===== config.mk =====
export PLATFORM = sky130hd
export DESIGN_NAME = psg_stereo_mixer
export DESIGN_NICKNAME = d
export VERILOG_FILES = /design/src/rtl/psg_stereo_mixer.sv
export SDC_FILE = /design/constraint.sdc
export NUM_CORES = 1
export LEC_CHECK = 0
export BUFFER_PORTS_ARGS = -buffer_cell sky130_fd_sc_hd__buf_4
export CORE_ASPECT_RATIO = 1.5
export CORE_MARGIN = 4
export CORE_UTILIZATION = 30
export CTS_CLUSTER_DIAMETER = 40
export DETAILED_ROUTE_END_ITERATION = 8
export PLACE_DENSITY = 0.46
export SYNTH_ARGS = -nofsm -noshare
export SYNTH_HDL_FRONTEND = slang
export SYNTH_SLANG_ARGS = --single-unit

===== constraint.sdc =====
create_clock -name CLK -period 3.92 [get_ports CLK]
set_input_delay 0.588 -clock CLK [delete_from_list [all_inputs] [get_ports CLK]]
set_output_delay 0.588 -clock CLK [all_outputs]
set_load 0.02 [all_outputs]

===== src/rtl/psg_stereo_mixer.sv =====
// psg_stereo_mixer
// Mixes the three PSG channel levels into a stereo pair (ABC / ACB / mono),
// averages 2^DECIM_LOG2 consecutive samples into each output word, and hands
// the 16-bit L/R words to the audio path over a valid/ready handshake.
//
// Optional build macro PSG_DC_FILTER_EN: inserts a per-channel DC-blocking
// stage between the averager and the output register. The output words then
// become signed, and latency grows by one CLK.
module psg_stereo_mixer #(
    parameter int DECIM_LOG2 = 3
) (
    input  logic        CLK,
    input  logic        RESET,
    input  logic        CE,
    input  logic [7:0]  CHANNEL_A,
    input  logic [7:0]  CHANNEL_B,
    input  logic [7:0]  CHANNEL_C,
    input  logic [1:0]  STEREO_MODE,
    input  logic        MUTE,
    output logic [15:0] OUT_L,
    output logic [15:0] OUT_R,
    output logic        OUT_VALID,
    input  logic        OUT_READY,
    output logic        OVERRUN
);

    // Accumulator width chosen so that 2^DECIM_LOG2 samples of at most 765
    // can never overflow.
    localparam int ACC_W = 10 + DECIM_LOG2;
    // The counter needs at least one bit even when every CE produces a word.
    localparam int CNT_W = (DECIM_LOG2 == 0) ? 1 : DECIM_LOG2;
    localparam logic [CNT_W-1:0] CNT_MAX = CNT_W'((1 << DECIM_LOG2) - 1);

    logic [9:0]       w_mix_l;
    logic [9:0]       w_mix_r;
    logic [ACC_W-1:0] r_acc_l;
    logic [ACC_W-1:0] r_acc_r;
    logic [ACC_W-1:0] w_sum_l;
    logic [ACC_W-1:0] w_sum_r;
    logic [9:0]       w_avg_l;
    logic [9:0]       w_avg_r;
    logic [CNT_W-1:0] r_cnt;
    logic             w_final;

    logic             w_load;
    logic [15:0]      w_word_l;
    logic [15:0]      w_word_r;

    logic [15:0]      r_out_l;
    logic [15:0]      r_out_r;
    logic             r_valid;
    logic             r_overrun;

    // Panning matrix: pick the per-channel mix for the current sample.
    always_comb begin
        // NOTE: every output gets a default first so no path leaves it unassigned (no latch).
        w_mix_l = '0;
        w_mix_r = '0;
        if (!MUTE) begin
            case (STEREO_MODE)
                2'b00: begin
                    w_mix_l = {1'b0, CHANNEL_A, 1'b0} + {2'b00, CHANNEL_B};
                    w_mix_r = {1'b0, CHANNEL_C, 1'b0} + {2'b00, CHANNEL_B};
                end
                2'b01: begin
                    w_mix_l = {1'b0, CHANNEL_A, 1'b0} + {2'b00, CHANNEL_C};
                    w_mix_r = {1'b0, CHANNEL_B, 1'b0} + {2'b00, CHANNEL_C};
                end
                default: begin
                    w_mix_l = {2'b00, CHANNEL_A} + {2'b00, CHANNEL_B} + {2'b00, CHANNEL_C};
                    w_mix_r = w_mix_l;
                end
            endcase
        end
    end

    assign w_final = (r_cnt == CNT_MAX);
    assign w_sum_l = r_acc_l + ACC_W'(w_mix_l);
    assign w_sum_r = r_acc_r + ACC_W'(w_mix_r);
    // Dividing by 2^DECIM_LOG2 is just dropping the low bits of the sum.
    assign w_avg_l = w_sum_l[ACC_W-1:DECIM_LOG2];
    assign w_avg_r = w_sum_r[ACC_W-1:DECIM_LOG2];

    // Box averager: accumulate each CE sample, restart after the final one.
    always_ff @(posedge CLK) begin
        if (RESET) begin
            r_cnt   <= '0;
            r_acc_l <= '0;
            r_acc_r <= '0;
        end else if (CE) begin
            // NOTE: non-blocking assignments so every register samples pre-edge values.
            if (w_final) begin
                r_cnt   <= '0;
                r_acc_l <= '0;
                r_acc_r <= '0;
            end else begin
                r_cnt   <= r_cnt + 1'b1;
                r_acc_l <= w_sum_l;
                r_acc_r <= w_sum_r;
            end
        end
    end

`ifdef PSG_DC_FILTER_EN
    logic               r_stg_v;
    logic [9:0]         r_stg_l;
    logic [9:0]         r_stg_r;
    logic signed [23:0] r_dc_l;
    logic signed [23:0] r_dc_r;
    logic [17:0]        w_y_l;
    logic [17:0]        w_y_r;

    // Saturate an 18-bit two's-complement value into signed 16 bits.
    function automatic logic [15:0] sat16(input logic [17:0] v);
        if (v[17:15] == 3'b000 || v[17:15] == 3'b111) begin
            return v[15:0];
        end
        return v[17] ? 16'h8000 : 16'h7FFF;
    endfunction

    // Pipeline register between averager and DC blocker.
    always_ff @(posedge CLK) begin
        if (RESET) begin
            r_stg_v <= 1'b0;
            r_stg_l <= '0;
            r_stg_r <= '0;
        end else begin
            r_stg_v <= CE && w_final;
            if (CE && w_final) begin
                r_stg_l <= w_avg_l;
                r_stg_r <= w_avg_r;
            end
        end
    end

    // y = x - dc with x = {avg, 6'b0} (positive) and dc = dc_acc[23:8].
    assign w_y_l = {2'b00, r_stg_l, 6'b0} - {{2{r_dc_l[23]}}, r_dc_l[23:8]};
    assign w_y_r = {2'b00, r_stg_r, 6'b0} - {{2{r_dc_r[23]}}, r_dc_r[23:8]};

    // DC estimate leaks toward the signal by 1/256 of the error per word.
    always_ff @(posedge CLK) begin
        if (RESET) begin
            r_dc_l <= '0;
            r_dc_r <= '0;
        end else if (r_stg_v) begin
            r_dc_l <= r_dc_l + {{6{w_y_l[17]}}, w_y_l};
            r_dc_r <= r_dc_r + {{6{w_y_r[17]}}, w_y_r};
        end
    end

    assign w_load   = r_stg_v;
    assign w_word_l = sat16(w_y_l);
    assign w_word_r = sat16(w_y_r);
`else
    assign w_load   = CE && w_final;
    assign w_word_l = {w_avg_l, 6'b0};
    assign w_word_r = {w_avg_r, 6'b0};
`endif

    // Output register and handshake; a load at the same edge as an accept wins.
    always_ff @(posedge CLK) begin
        if (RESET) begin
            r_out_l   <= '0;
            r_out_r   <= '0;
            r_valid   <= 1'b0;
            r_overrun <= 1'b0;
        end else if (w_load) begin
            r_out_l <= w_word_l;
            r_out_r <= w_word_r;
            r_valid <= 1'b1;
            if (r_valid && !OUT_READY) begin
                r_overrun <= 1'b1;
            end
        end else if (r_valid && OUT_READY) begin
            r_valid <= 1'b0;
        end
    end

    assign OUT_L     = r_out_l;
    assign OUT_R     = r_out_r;
    assign OUT_VALID = r_valid;
    assign OVERRUN   = r_overrun;

endmodule


Word level (Yosys, flattened, before mapping)

Cells that the tools add are included.

Flip-flop bits (word level): 51
Input bits: 31
Output and inout port bits: 34
Word-level logic and storage cells: 34

$add $sub $neg: 9
Equal/unequal tests: 2
Muxes and demuxes: 9
Reduce and logical (&&, ||, !) cells: 7

Operators by type and width:

| kind                                          | count |
|---|---|
| adder 9 x 8 -> 10 bit                         | 5 |
| case mux 10 bit (2 select lines)              | 2 |
| adder 13 x 10 -> 13 bit                       | 2 |
| two-way mux 13 bit                            | 2 |
| two-way mux 10 bit                            | 2 |
| adder 8 x 8 -> 9 bit                          | 1 |
| adder 3 x 1 -> 3 bit, second input constant   | 1 |
| == test 3 bit, second input constant          | 1 |
| logical AND 1 bit                             | 3 |
| two-way mux 3 bit                             | 1 |
| == test 2 x 1 -> 1 bit, second input constant | 1 |
| zero test 2 bit                               | 1 |
| two-way mux 1 bit                             | 2 |
| AND reduction 2 bit                           | 1 |
| nonzero test 2 bit                            | 1 |
| zero test 1 bit                               | 1 |

Longest topological paths before layout

Word-level depth: 6
Mapped depth: 20
Gate-level depth less buffers: 19

Worst setup path before layout

No wires, ideal clock.

Path type: input-to-reg
Start: in CHANNEL_B[1]
End: reg r_acc_r[12]
Setup time: 122 ps
Data arrival time: 4,057 ps
Data required time: 3,798 ps
Slack: -259 ps
Stages: 19
Path buffers: 0
Cells stage by stage: inv_1 fa_1 inv_1 ha_1 inv_1 fa_1 nand2b_1 a21oi_1 o21a_1 o21ai_0 a311o_1 nor3_1 ha_1 and3_1 nand2_1 o21ai_2 and3_4 nor4b_4 a311o_1

Longest elaborated chain between the ends: 6
Elaborated cells on any way between the ends: 8
Classes of those cells: 5 x add/sub; 3 x mux

RTL lines:

| item                               | line | RTL |
|---|---|---|
| from (decl)                        | 16   | `input logic [7:0] CHANNEL_B,` |
| adder 8 x 8 -> 9 bit               | 70   | `w_mix_l = {2'b00, CHANNEL_A} + {2'b00, CHANNEL_B} + {2'b00, CHANNEL_C};` |
| adder 9 x 8 -> 10 bit              | 70   |  |
| case mux 10 bit (2 select lines) * | 60   | `case (STEREO_MODE)` |
| two-way mux 10 bit *               | 59   | `if (!MUTE) begin` |
| adder 13 x 10 -> 13 bit *          | 79   | `assign w_sum_r = r_acc_r + ACC_W'(w_mix_r);` |
| two-way mux 13 bit *               | 92   | `if (w_final) begin` |
| to (signal assigned)               | 99   | `r_acc_r <= w_sum_r;` |
| to (decl)                          | 37   | `logic [ACC_W-1:0] r_acc_r;` |

Every way passes the cells marked *; elsewhere a longest branch is shown, timed or not.
A chain may end at the register's enable or synchronous reset.

Worst setup path in the final report

Start: in CHANNEL_A[2]
End: reg r_acc_r[12]

Longest elaborated chain between the ends: 6

RTL lines:

| item                             | line | RTL |
|---|---|---|
| from (decl)                      | 15   | `input logic [7:0] CHANNEL_A,` |
| adder 8 x 8 -> 9 bit             | 70   |  |
| adder 9 x 8 -> 10 bit            | 70   |  |
| case mux 10 bit (2 select lines) | 60   |  |
| two-way mux 10 bit               | 59   |  |
| adder 13 x 10 -> 13 bit          | 79   |  |
| two-way mux 13 bit               | 92   |  |

No other way between the ends.

==> metrics.md <==
| Metric | Value |
|---|---|
| Outcome | complete, but fails checks |
| Violated checks | setup timing |
| Worst Max-Slew Pin Slew | between 0.9 and 1 ns |
| Layout Cells excl Fill | between 900 and 1000 |
| Critical path class | in2reg |
| Die height | 163 um |
| Worst-Skew Late Latency | 0.29 ns |
| Fillcell total | ~1600 |
| H-tree Lvls | 2 |
| Worst setup margin | -0.151 ns |
| Cell depth of the worst flop-to-flop path | 6 |
| Initial antenna violation count | 0 |
| Die X | 111 um |
| Synth warnings | 0 |
| Arr. time, crit path | approximately 4.3 ns |
| Initial Utilization | between 30% and 40% |
| Final Setup Violations | 10 |
| Most frequent cells in the layout | buf_4, nand2_1, a21oi_1 |
| Mean routed wirelength per cell | between 15 and 20 um |
| Final Slew Violations | 0 |
| Top sig layer | met4 |
| Sinks on Clock Net | 51 |
| Core Area | between 15000 and 20000 um2 |
| # diodes | 0 |
| Synth area leaders | dfxtp_1, ha_1, a21oi_1 |
| Setup TNS | -0.649 ns |
| CP endpoint kind | flip-flop |
| Met2 routed WL | ~8400 um |
| Hold Crit Class | reg2reg |
| Worst VDD drop | 217 uV |
| Startpoint types | input port |
| Syn-to-layout area delta | 44.2% |
| Layout Skew | slightly below 0.007 ns |
| Number of synthesized flops with an enable pin | 0 |
| DRC Markers | 0 |
| Synth unique cells | 67 |
| Min Tclk post-route | roughly 4 ns |
| Final count of hold timing violations | 0 |
| Final wirelength | 15400 um |
| RSZ-0062 raised after global routing | yes |
| Total track usage | approximately 16% |
| CTS tree | built |
| Port-buffer cells | 52 |
| Cts-stage hold buffer count | 0 |
| RD Place Congestion | between 0.9 and 1 |
| Sequential share of the synthesized area | a little over a fifth |
| Final global-route overflow total | 0 |
| Leak | a little over 3 nW |
| Worst slew margin | between 30% and 40% |
| Antenna Violating Nets Remaining | 0 |
| IO Pins | 65 |
| TritonRoute pass-1 iters | 4 |
| Reg clk slew, reported paths | about 0.070 ns |
| Tot Pwr | roughly 0.0021 W |
| Synthesized area per cell | 7.85 um2 |
| Post-synth top area cell | dfxtp_1 |
| Die Area | 18100 um2 |
| DR WL met3 | 358 um |
| CP required | roughly 4.1 ns |
| Top cell type's share of synthesized area | between 20% and 30% |
| HPWL Detailed | 12200 um |
| Critical path, cell by cell | buf_4 -> fa_1 -> inv_1 -> fa_2 -> nand2b_4 -> a21oi_4 -> o21a_1 -> buf_4 -> nor3_1 -> nand3b_1 -> a41oi_2 -> ha_4 -> a21oi_2 -> o21a_1 -> o21ai_2 -> and3_4 -> nor4b_4 -> a311o_1 |
| Hold Path Stages | 2 |
| Via Count | 5009 |
| Number of synthesized register bits | 51 |
| Mapped Cells | 612 |
| Bufs on Longest Clock Path | 2 |
| Initial DRC Count | 133 |
| Placed cells | roughly 950 |
| CTS root buffer | clkbuf_16 |
| Fraction of layout cells with a size suffix above 1 | between 30% and 40% |
| Global-route wire length before repair | about 25000 um |
| Cell Area, Synth | just under 5000 um2 |
| Fin nets | a little under 900 |
| Crit Path Max Fanout | 5 |
| Top_reg_cell synth | dfxtp_1 |
| Vias in the first global route | approximately 5100 |
| Layout Utilization | between 40 and 50% |
| Leading cell type in the layout, fill and taps excluded | buf_4 |
| Fraction of synthesis flops using an asynchronous set or reset pin | 0% |
| Slowest-stage cell, CP | fa_1 |
| CTS buffer count | 5 |
| Cell Rows | between 50 and 60 |
| Pre-CTS setup slack | -0.558 ns |
| Final worst-path cycle share | 104% |
| Pin count of the biggest net entering global routing | 47 |
| Met1 WL | a little over 6000 um |
| PD cells | a little over 300 nW/um2 |
| Crit-path max cell delay | between 0.5 and 0.6 ns |
| F_max | roughly 0.25 GHz |
| Vias per std cell | ~5.1 |
| Max Cap Violations | 0 |
## synth_stat cells (all sizes together), types with 3 or more instances
cell type	count
a22oi	8
ha	52
a22o	6
nand3b	3
a31oi	6
nor2b	12
clkbuf	20
a41oi	3
a21oi	75
nor4b	3
nand4	9
xnor2	16
xor2	12
and3	4
nand3	9
a211oi	10
a311o	3
inv	19
a221oi	4
nand2	72
buf	24
a211o	4
nor3	15
o21ai	30
a21o	15
dfxtp	51
o21a	7
o31ai	4
nor2	53
nand2b	10
mux2i	7
fa	14
## layer usage
layer  vias up  global-route usage [%]
li1       2512                       -
met1      2380                    17.9
met2        92                    32.2
met3        25                    1.45
met4         0                    6.53
met5         -                       0
## critical path: cells and delay by family
kind	cells	cell delay, ns
buffers and inverters	3	0.33
and+or+nand+nor	5	0.70
AOI/OAI and AO/OA	7	1.38
adders and majority gates	3	1.25
## cells by family after synthesis
group,synth area share [%]
muxes,1.69
buffers and inverters,6.17
xor gates and xnor gates,5.10
other,0.0781
adders and majority gates,19.4
DFF,21.3
AOI/OAI and AO/OA,26.0
and+or+nand+nor,20.3
## power by group
group          internal, W  switching (W)  leakage (nW)
Combinational     0.000561       0.000558          2.62
Sequential        0.000548      0.0000245         0.414
Clock             0.000250       0.000198        0.0727
Total              0.00136       0.000780          3.11
## repair_timing
| item | 4_1_cts | 5_1_grt |
|---|---|---|
| endpoints found under the setup margin | 15 | 25 |
| endpoints found under the hold margin | 0 | 0 |
| gates resized for setup | 23 | 78 |
| setup buffers | 6 | 20 |
| pin swaps | 16 | 47 |
## area by class of cell
class | instances | area [um2] | share of cell area [%]
clock inverter | 1 | 5.00 | 0.0723
tap | 203 | 254 | 3.67
clock buffer | 6 | 139 | 2.01
inverter | 20 | 77.6 | 1.12
sequential | 51 | 1020 | 14.7
multi-input combinational | 508 | 3970 | 57.3
timing repair buffer | 190 | 1460 | 21.1
## stage by stage
stage / cell area [um2] / hold slack, ns
after floorplan: 4870 / 0.426
after global placement: 6140 / 0.438
after detailed placement: 6140 / 0.451
after CTS: 6420 / 0.461
after global routing: 6930 / 0.469
final: 6930 / 0.456
## path summary, 6_finish.rpt
path / from / to / slack (ns)
worst max-delay path: CHANNEL_A[2] / r_acc_r[12] / -0.15
worst min-delay path: OUT_R[9] / OUT_R[9] / 0.46
worst max register to register: r_cnt[0] / OUT_L[14] / 1.28
worst min register to register: OUT_R[9] / OUT_R[9] / 0.46
## registers in the layout (all words and copies together), names as in the netlist
name / cells
r_acc_l: 13
r_acc_r: 13
OUT_L: 10
OUT_R: 10
r_cnt: 3
OUT_VALID: 1
OVERRUN: 1
Note: power is estimated with default switching activity, not from simulation.
